File: src/rtl/mxrv_wb_ctrl_pkg.sv
// Writeback controller shared types and constants.
// Register/data widths, reset level and grant encodings.
package mxrv_wb_ctrl_pkg;

  localparam int RegAddrW = 5;
  localparam int DataW    = 32;
  localparam int NumRegs  = 32;

  localparam logic RstEnable = 1'b0;

  typedef logic [RegAddrW-1:0] reg_addr_t;
  typedef logic [DataW-1:0]    data_t;
  typedef logic [NumRegs-1:0]  sb_t;

  localparam data_t ZeroWord = '0;

  typedef enum logic {
    GNT_EX  = 1'b0,
    GNT_LSU = 1'b1
  } gnt_e;

  // x0 never holds a pending write, so index 0 never hits.
  function automatic logic sb_hit(
    input sb_t       b,
    input reg_addr_t i
  );
    return (i != '0) && b[i];
  endfunction

  function automatic sb_t sb_onehot(
    input logic      en,
    input reg_addr_t i
  );
    sb_t m;
    m = '0;
    if (en && (i != '0))
      m[i] = 1'b1;
    return m;
  endfunction

endpackage

File: src/rtl/mxrv_wb_ctrl_if.sv
// Issue, writer and regfile bundle for the writeback controller.
// master drives requests, slave is the controller.
interface mxrv_wb_ctrl_if;
  import mxrv_wb_ctrl_pkg::*;

  logic      issue_valid_i;
  reg_addr_t issue_rd_i;
  reg_addr_t issue_rs1_i;
  reg_addr_t issue_rs2_i;
  logic      issue_stall_o;

  logic      ex_valid_i;
  reg_addr_t ex_rd_i;
  data_t     ex_data_i;
  logic      ex_ready_o;

  logic      lsu_valid_i;
  reg_addr_t lsu_rd_i;
  data_t     lsu_data_i;
  logic      lsu_ready_o;

  logic      we_o;
  reg_addr_t rd_addr_o;
  data_t     rd_data_o;

  logic      flush_i;
  sb_t       busy_o;

  modport master (
    output issue_valid_i,
    output issue_rd_i,
    output issue_rs1_i,
    output issue_rs2_i,
    input  issue_stall_o,
    output ex_valid_i,
    output ex_rd_i,
    output ex_data_i,
    input  ex_ready_o,
    output lsu_valid_i,
    output lsu_rd_i,
    output lsu_data_i,
    input  lsu_ready_o,
    input  we_o,
    input  rd_addr_o,
    input  rd_data_o,
    output flush_i,
    input  busy_o
  );

  modport slave (
    input  issue_valid_i,
    input  issue_rd_i,
    input  issue_rs1_i,
    input  issue_rs2_i,
    output issue_stall_o,
    input  ex_valid_i,
    input  ex_rd_i,
    input  ex_data_i,
    output ex_ready_o,
    input  lsu_valid_i,
    input  lsu_rd_i,
    input  lsu_data_i,
    output lsu_ready_o,
    output we_o,
    output rd_addr_o,
    output rd_data_o,
    input  flush_i,
    output busy_o
  );

endinterface

File: src/rtl/mxrv_rr_arb2.sv
// Two-requester round-robin arbiter (EX vs LSU).
// Grants are combinational; last_grant moves only on a grant.
module mxrv_rr_arb2
  import mxrv_wb_ctrl_pkg::*;
(
  input  logic clk,
  input  logic rst_n,
  input  logic req_ex,
  input  logic req_lsu,
  output logic gnt_ex,
  output logic gnt_lsu
);

  gnt_e last_q;
  gnt_e last_d;

  always_comb begin
    gnt_ex  = 1'b0;
    gnt_lsu = 1'b0;
    unique case (1'b1)
      (req_ex && req_lsu): begin
        if (last_q == GNT_LSU)
          gnt_ex = 1'b1;
        else
          gnt_lsu = 1'b1;
      end
      (req_ex && !req_lsu): gnt_ex  = 1'b1;
      (!req_ex && req_lsu): gnt_lsu = 1'b1;
      default: ;
    endcase
  end

  always_comb begin
    last_d = last_q;
    unique case (1'b1)
      gnt_ex:  last_d = GNT_EX;
      gnt_lsu: last_d = GNT_LSU;
      default: ;
    endcase
  end

  always_ff @(posedge clk) begin
    if (rst_n == RstEnable)
      last_q <= GNT_LSU;
    else
      last_q <= last_d;
  end

endmodule

File: src/rtl/mxrv_wb_ctrl.sv
// Writeback controller: scoreboard, hazard stall, EX/LSU
// arbitration and registered regfile write port.
module mxrv_wb_ctrl
  import mxrv_wb_ctrl_pkg::*;
(
  input logic         clk,
  input logic         rst_n,
  mxrv_wb_ctrl_if.slave wb
);

  sb_t       busy_q;
  sb_t       busy_d;
  sb_t       set_m;
  sb_t       clr_m;
  logic      gnt_ex;
  logic      gnt_lsu;
  logic      gnt_any;
  reg_addr_t gnt_rd;
  data_t     gnt_data;
  logic      stall;
  logic      reserve;
  logic      we_q;
  reg_addr_t addr_q;
  data_t     data_q;

  mxrv_rr_arb2 u_arb (
    .clk     (clk),
    .rst_n   (rst_n),
    .req_ex  (wb.ex_valid_i),
    .req_lsu (wb.lsu_valid_i),
    .gnt_ex  (gnt_ex),
    .gnt_lsu (gnt_lsu)
  );

  assign gnt_any = gnt_ex | gnt_lsu;

  always_comb begin
    gnt_rd   = '0;
    gnt_data = ZeroWord;
    unique case (1'b1)
      gnt_ex: begin
        gnt_rd   = wb.ex_rd_i;
        gnt_data = wb.ex_data_i;
      end
      gnt_lsu: begin
        gnt_rd   = wb.lsu_rd_i;
        gnt_data = wb.lsu_data_i;
      end
      default: ;
    endcase
  end

  // Stalling on busy[rd] also rules out reserve/release of one reg.
  assign stall = wb.issue_valid_i &
                 (sb_hit(busy_q, wb.issue_rs1_i) |
                  sb_hit(busy_q, wb.issue_rs2_i) |
                  sb_hit(busy_q, wb.issue_rd_i));

  assign reserve = wb.issue_valid_i & ~stall & ~wb.flush_i;

  always_comb begin
    set_m  = sb_onehot(reserve, wb.issue_rd_i);
    clr_m  = sb_onehot(gnt_any, gnt_rd);
    busy_d = (busy_q & ~clr_m) | set_m;
    if (wb.flush_i)
      busy_d = '0;
    busy_d[0] = 1'b0;
  end

  always_ff @(posedge clk) begin
    if (rst_n == RstEnable) begin
      busy_q <= '0;
      we_q   <= 1'b0;
      addr_q <= '0;
      data_q <= ZeroWord;
    end else begin
      busy_q <= busy_d;
      we_q   <= gnt_any & (gnt_rd != '0);
      if (gnt_any) begin
        addr_q <= gnt_rd;
        data_q <= gnt_data;
      end
    end
  end

  assign wb.issue_stall_o = stall;
  assign wb.ex_ready_o    = gnt_ex;
  assign wb.lsu_ready_o   = gnt_lsu;
  assign wb.we_o          = we_q;
  assign wb.rd_addr_o     = addr_q;
  assign wb.rd_data_o     = data_q;
  assign wb.busy_o        = busy_q;

endmodule

File: src/flat_wrapper.sv
// flat-port wrapper written by rule: the top's interface ports become plain ports
module mxrv_wb_ctrl_flat import mxrv_wb_ctrl_pkg::*;
  (clk, rst_n, wb_issue_valid_i, wb_issue_rd_i, wb_issue_rs1_i, wb_issue_rs2_i, wb_issue_stall_o, wb_ex_valid_i, wb_ex_rd_i, wb_ex_data_i, wb_ex_ready_o, wb_lsu_valid_i, wb_lsu_rd_i, wb_lsu_data_i, wb_lsu_ready_o, wb_we_o, wb_rd_addr_o, wb_rd_data_o, wb_flush_i, wb_busy_o);
  mxrv_wb_ctrl_if wb_i ();
  input logic clk;
  input logic rst_n;
  input wire logic [$bits(wb_i.issue_valid_i)-1:0] wb_issue_valid_i;
  input wire logic [$bits(wb_i.issue_rd_i)-1:0] wb_issue_rd_i;
  input wire logic [$bits(wb_i.issue_rs1_i)-1:0] wb_issue_rs1_i;
  input wire logic [$bits(wb_i.issue_rs2_i)-1:0] wb_issue_rs2_i;
  output wire logic [$bits(wb_i.issue_stall_o)-1:0] wb_issue_stall_o;
  input wire logic [$bits(wb_i.ex_valid_i)-1:0] wb_ex_valid_i;
  input wire logic [$bits(wb_i.ex_rd_i)-1:0] wb_ex_rd_i;
  input wire logic [$bits(wb_i.ex_data_i)-1:0] wb_ex_data_i;
  output wire logic [$bits(wb_i.ex_ready_o)-1:0] wb_ex_ready_o;
  input wire logic [$bits(wb_i.lsu_valid_i)-1:0] wb_lsu_valid_i;
  input wire logic [$bits(wb_i.lsu_rd_i)-1:0] wb_lsu_rd_i;
  input wire logic [$bits(wb_i.lsu_data_i)-1:0] wb_lsu_data_i;
  output wire logic [$bits(wb_i.lsu_ready_o)-1:0] wb_lsu_ready_o;
  output wire logic [$bits(wb_i.we_o)-1:0] wb_we_o;
  output wire logic [$bits(wb_i.rd_addr_o)-1:0] wb_rd_addr_o;
  output wire logic [$bits(wb_i.rd_data_o)-1:0] wb_rd_data_o;
  input wire logic [$bits(wb_i.flush_i)-1:0] wb_flush_i;
  output wire logic [$bits(wb_i.busy_o)-1:0] wb_busy_o;
  assign wb_i.issue_valid_i = wb_issue_valid_i;
  assign wb_i.issue_rd_i = wb_issue_rd_i;
  assign wb_i.issue_rs1_i = wb_issue_rs1_i;
  assign wb_i.issue_rs2_i = wb_issue_rs2_i;
  assign wb_issue_stall_o = wb_i.issue_stall_o;
  assign wb_i.ex_valid_i = wb_ex_valid_i;
  assign wb_i.ex_rd_i = wb_ex_rd_i;
  assign wb_i.ex_data_i = wb_ex_data_i;
  assign wb_ex_ready_o = wb_i.ex_ready_o;
  assign wb_i.lsu_valid_i = wb_lsu_valid_i;
  assign wb_i.lsu_rd_i = wb_lsu_rd_i;
  assign wb_i.lsu_data_i = wb_lsu_data_i;
  assign wb_lsu_ready_o = wb_i.lsu_ready_o;
  assign wb_we_o = wb_i.we_o;
  assign wb_rd_addr_o = wb_i.rd_addr_o;
  assign wb_rd_data_o = wb_i.rd_data_o;
  assign wb_i.flush_i = wb_flush_i;
  assign wb_busy_o = wb_i.busy_o;
  mxrv_wb_ctrl u_core (.clk(clk), .rst_n(rst_n), .wb(wb_i));
endmodule
File: config.mk
export PLATFORM = sky130hd
export DESIGN_NAME = mxrv_wb_ctrl_flat
export DESIGN_NICKNAME = d
export VERILOG_FILES = /design/src/rtl/mxrv_wb_ctrl_pkg.sv /design/src/rtl/mxrv_wb_ctrl_if.sv /design/src/rtl/mxrv_rr_arb2.sv /design/src/rtl/mxrv_wb_ctrl.sv /design/src/flat_wrapper.sv
export SDC_FILE = /design/constraint.sdc
export NUM_CORES = 1
export LEC_CHECK = 0
export BUFFER_PORTS_ARGS = -buffer_cell sky130_fd_sc_hd__buf_2
export CAP_MARGIN = 10
export CORE_ASPECT_RATIO = 1.4
export CORE_MARGIN = 10
export CORE_UTILIZATION = 48
export CTS_CLUSTER_DIAMETER = 100
export DETAILED_ROUTE_END_ITERATION = 7
export HOLD_SLACK_MARGIN = 0.05
export PLACE_DENSITY = 0.81
export SETUP_SLACK_MARGIN = 0.3
export SLEW_MARGIN = 30
export SYNTH_ARGS = -nofsm -noshare
export SYNTH_HDL_FRONTEND = slang
export SYNTH_SLANG_ARGS = --single-unit
File: constraint.sdc
create_clock -name clk -period 2.6 [get_ports clk]
set_clock_uncertainty 0.05 [all_clocks]
set_input_delay 0.13 -clock clk [delete_from_list [all_inputs] [get_ports clk]]
set_output_delay 0.13 -clock clk [all_outputs]
set_load 0.005 [all_outputs]
==> out/metrics.yaml <==
synth:
  synthCells: 414
  synth_nets: 509
  async_reset_ff_share_pct: 0
  synthFlopType: "dfxtp_1"
  synth_seq_cells: 70
  synthDistinctLibCells: 49
  synth_warnings: 0
  synth_edf_count: 0
  syn-cell-area_mm2: 0.00377
  syn_avg_cell_area_um2: 9.12
  yosysSeqAreaShare_pct: 37.1
grt:
  gr-total-overflow: 0
  antenna_found_initial: 1
  grt_pass1_vias: 5018
  grt_usage_pct: 28.3
  grt_pass1_wl_mm: 26.7
  grt_max_degree: 40
drt:
  wl_per_cell_um: 24.0
  avgViaCountPerCell: 6.63
  firstDrtPassIters: 7
  num_vias: 4834
  first_iter_violations: 523
  drc: 0
  ant_nets: 0
  wirelength_mm: 17.5
hold_path:
  hold_class: "in -> reg"
  hp-start: "wb_ex_data_i[24]"
  hold_path_depth: 3
  hold_path_end: "u_core.wb.rd_data_o[24]$_SDFFE_PN0P_"
critical_path:
  r2r_end: "u_core.wb.busy_o[2]$_SDFF_PP0_"
  r2r_slack_ns: 0.21
  cp_max_fo: 2
  r2r_cells: 8
  crit_required_ns: 2.42
  path_cells: "mux2_1 > a221oi_2 > nor4_1 > a41o_1 > a311oi_2 > nand3_1 > o21a_1 > buf_2"
  reg2reg_from: "u_core.wb.busy_o[3]$_SDFF_PP0_"
  startpoint_type: "register"
  crit_type: "reg -> out"
  crit_family: "compound AO/OA/AOI/OAI gates"
  end_kind: "output port"
  worst-path-buf-inv: 1
  cp.arrival_ns: 2.26
  crit_path_top_delay_cell: "mux2_1"
  worst_path_largest_cell_delay_ns: 0.32
floorplan:
  die_area_mm2: 0.0119
  io_pins: 168
  core_area_mm2: 0.00770
  initial_utilization_pct: 49.0
  num_rows: 38
  dieHeight_um: 125
  chipWidth_um: 94.9
timing:
  period_share_pct: 94.0
  drv_slew: 0
  worstMarginPinSlew_ns: 0.687
  setup_tns_ns: 0
  setup_violations: 0
  rsz0062_at_grt: "yes"
  min_period_ns: 2.44
  fmax_mhz: 409
  max_slew_margin_pct: 54.2
  timing_hold_violations_final: 0
layout:
  instances_no_fill: 729
  nets: 718
  area_delta_synth_final_pct: 50.4
  drive_gt1_share_pct: 39.8
power_and_ir_drop:
  power_density_mw_per_mm2: 463
  total_leakage_power_nw: 2.59
  ir_drop_mv: 0.390
place:
  dp.cells: 654
  gp_congestion: 0.904
  post-dp-hpwl_mm: 11.1
  portBuffers: 166
clock_tree:
  cts.clk_slew.worst_paths_ns: 0.08
  clk_latency_ns: 0.35
  cts.path.max_buffers: 2
  cts_tree: "done"
  cts_root_buf: "clkbuf_8"
  htree_levels: 3
  cts.sinks: 70
  cts_inserted_buffers: 9
outcome:
  status: "finished clean"
run:
  drv_cap: 0
## cell usage after synthesis (3+ instances only)
library cell | instances | area share, %
nand2b_1 | 4 | 0.66
inv_1 | 5 | 0.50
clkbuf_1 | 26 | 2.6
o211ai_1 | 31 | 6.2
nand3_1 | 12 | 1.6
a221oi_1 | 3 | 0.70
a2111oi_0 | 3 | 0.70
nor2_1 | 71 | 7.1
a22oi_1 | 6 | 1.2
mux4_2 | 15 | 9.0
o41ai_1 | 29 | 6.7
nand2_1 | 27 | 2.7
buf_1 | 6 | 0.60
a21boi_0 | 5 | 0.99
buf_2 | 5 | 0.66
o221ai_1 | 32 | 7.4
nor2b_1 | 9 | 1.5
dfxtp_1 | 70 | 37
mux2i_1 | 14 | 3.7
## tightest hold or removal path: cells and delay by family
family / cells / cell delay [ns]
AOI/OAI and AO/OA: 1 / 0.11
buffers and inverters: 1 / 0.08
and+or+nand+nor: 1 / 0.11
## cell families after synthesis
logic type             synth area share [%]
and+or+nand+nor                        16.4
DFF                                    37.1
AOI/OAI and AO/OA                      28.3
muxes                                  13.0
buffers and inverters                  5.04
other                                0.0994
## power by group
group	internal [W]	total, W	leakage [nW]	switching [W]
combinational	0.000245	0.000561	1.91	0.000316
clock	0.000496	0.000911	0.0996	0.000416
sequential	0.00112	0.00115	0.579	0.0000326
## timing repair
item	4_1_cts	5_1_grt
endpoints found under the hold margin	33	0
setup buffers	2	1
pin swaps	2	2
hold buffers	54	0
gates cloned	1	0
resized for setup	16	25
setup endpoints to repair	21	32
## how the worst max path moves through the flow
stage                                                 end  depth (start not counted)                      startpoint  slack, ns
after floorplan           u_core.wb.busy_o[19]$_SDFF_PP0_                          8  u_core.wb.busy_o[7]$_SDFF_PP0_       0.43
after detailed placement  u_core.wb.busy_o[18]$_SDFF_PP0_                         10               wb_issue_rs2_i[0]       0.19
final                                    wb_issue_stall_o                          8  u_core.wb.busy_o[3]$_SDFF_PP0_       0.16
after global placement    u_core.wb.busy_o[19]$_SDFF_PP0_                         10               wb_issue_rs2_i[0]       0.22
after CTS                                wb_issue_stall_o                          8  u_core.wb.busy_o[7]$_SDFF_PP0_       0.18
after global routing                     wb_issue_stall_o                          8  u_core.wb.busy_o[3]$_SDFF_PP0_      -0.02
## cell usage in the layout, fill, tap and decap left out, types with 2 or more instances in the layout
cell | synthesis | layout
dlygate4sd3_1 | 0 | 54
o211ai_1 | 31 | 31
inv_1 | 5 | 5
nor2_1 | 71 | 71
buf_4 | 1 | 14
buf_2 | 5 | 166
o41ai_2 | 2 | 19
nand2_1 | 27 | 26
a21boi_0 | 5 | 5
nand2b_1 | 4 | 4
nor2b_1 | 9 | 8
clkbuf_8 | 0 | 11
clkbuf_1 | 26 | 2
mux4_2 | 15 | 15
nand3_1 | 12 | 11
o41ai_1 | 29 | 11
a22o_1 | 2 | 2
or2_2 | 2 | 2
or2_1 | 2 | 2
o21ai_1 | 2 | 2
nand4_1 | 2 | 2
a22oi_1 | 6 | 6
inv_2 | 2 | 2
a221oi_1 | 3 | 2
nand3b_1 | 2 | 2
mux2i_1 | 14 | 14
o221ai_1 | 32 | 32
dfxtp_2 | 0 | 6
buf_12 | 0 | 2
a2111oi_1 | 0 | 2
dfxtp_1 | 70 | 63
a21oi_1 | 2 | 2
and2_1 | 2 | 2
## sequential cells by signal, indices dropped and copies added (netlist names)
name	count
u_core.wb.rd_addr_o	5
u_core.wb.rd_data_o	32
u_core.wb.busy_o	31
u_core.u_arb.last_q	1
u_core.wb.we_o	1
## final cells by class
| cell class | count | area, um^2 |
|---|---|---|
| Sequential cell | 70 | 1410 |
| Tap cell | 100 | 125 |
| Clock inverter | 3 | 42.5 |
| Antenna cell | 1 | 2.50 |
| Fill cell | 519 | 2030 |
| Inverter | 7 | 26.3 |
| Clock buffer | 13 | 159 |
| Timing Repair Buffer | 237 | 1550 |
| Multi-Input combinational cell | 298 | 2360 |
## per-stage QoR
step	hold slack, ns	total power (W)	worst slack, ns	util [%]	area (um^2)
floorplan	0.201	0.00141	0.431	-	3770
global placement	0.285	0.00160	0.221	60.6	4670
detailed placement	0.293	0.00161	0.193	60.6	4670
CTS	0.0526	0.00258	0.176	71.6	5520
global route	0.0794	0.00272	-0.0181	73.7	5670
finish	0.0692	0.00263	0.157	73.7	5670
## per-layer routing
metal	GRT usage, %	vias to the layer above	part of all wire [%]
li1	-	2040	-
met1	29.9	2239	32
met2	45.1	459	48
met3	11.4	96	14
met4	17.9	0	6.0
met5	0	-	0
Note: power is estimated with default switching activity, not from simulation.
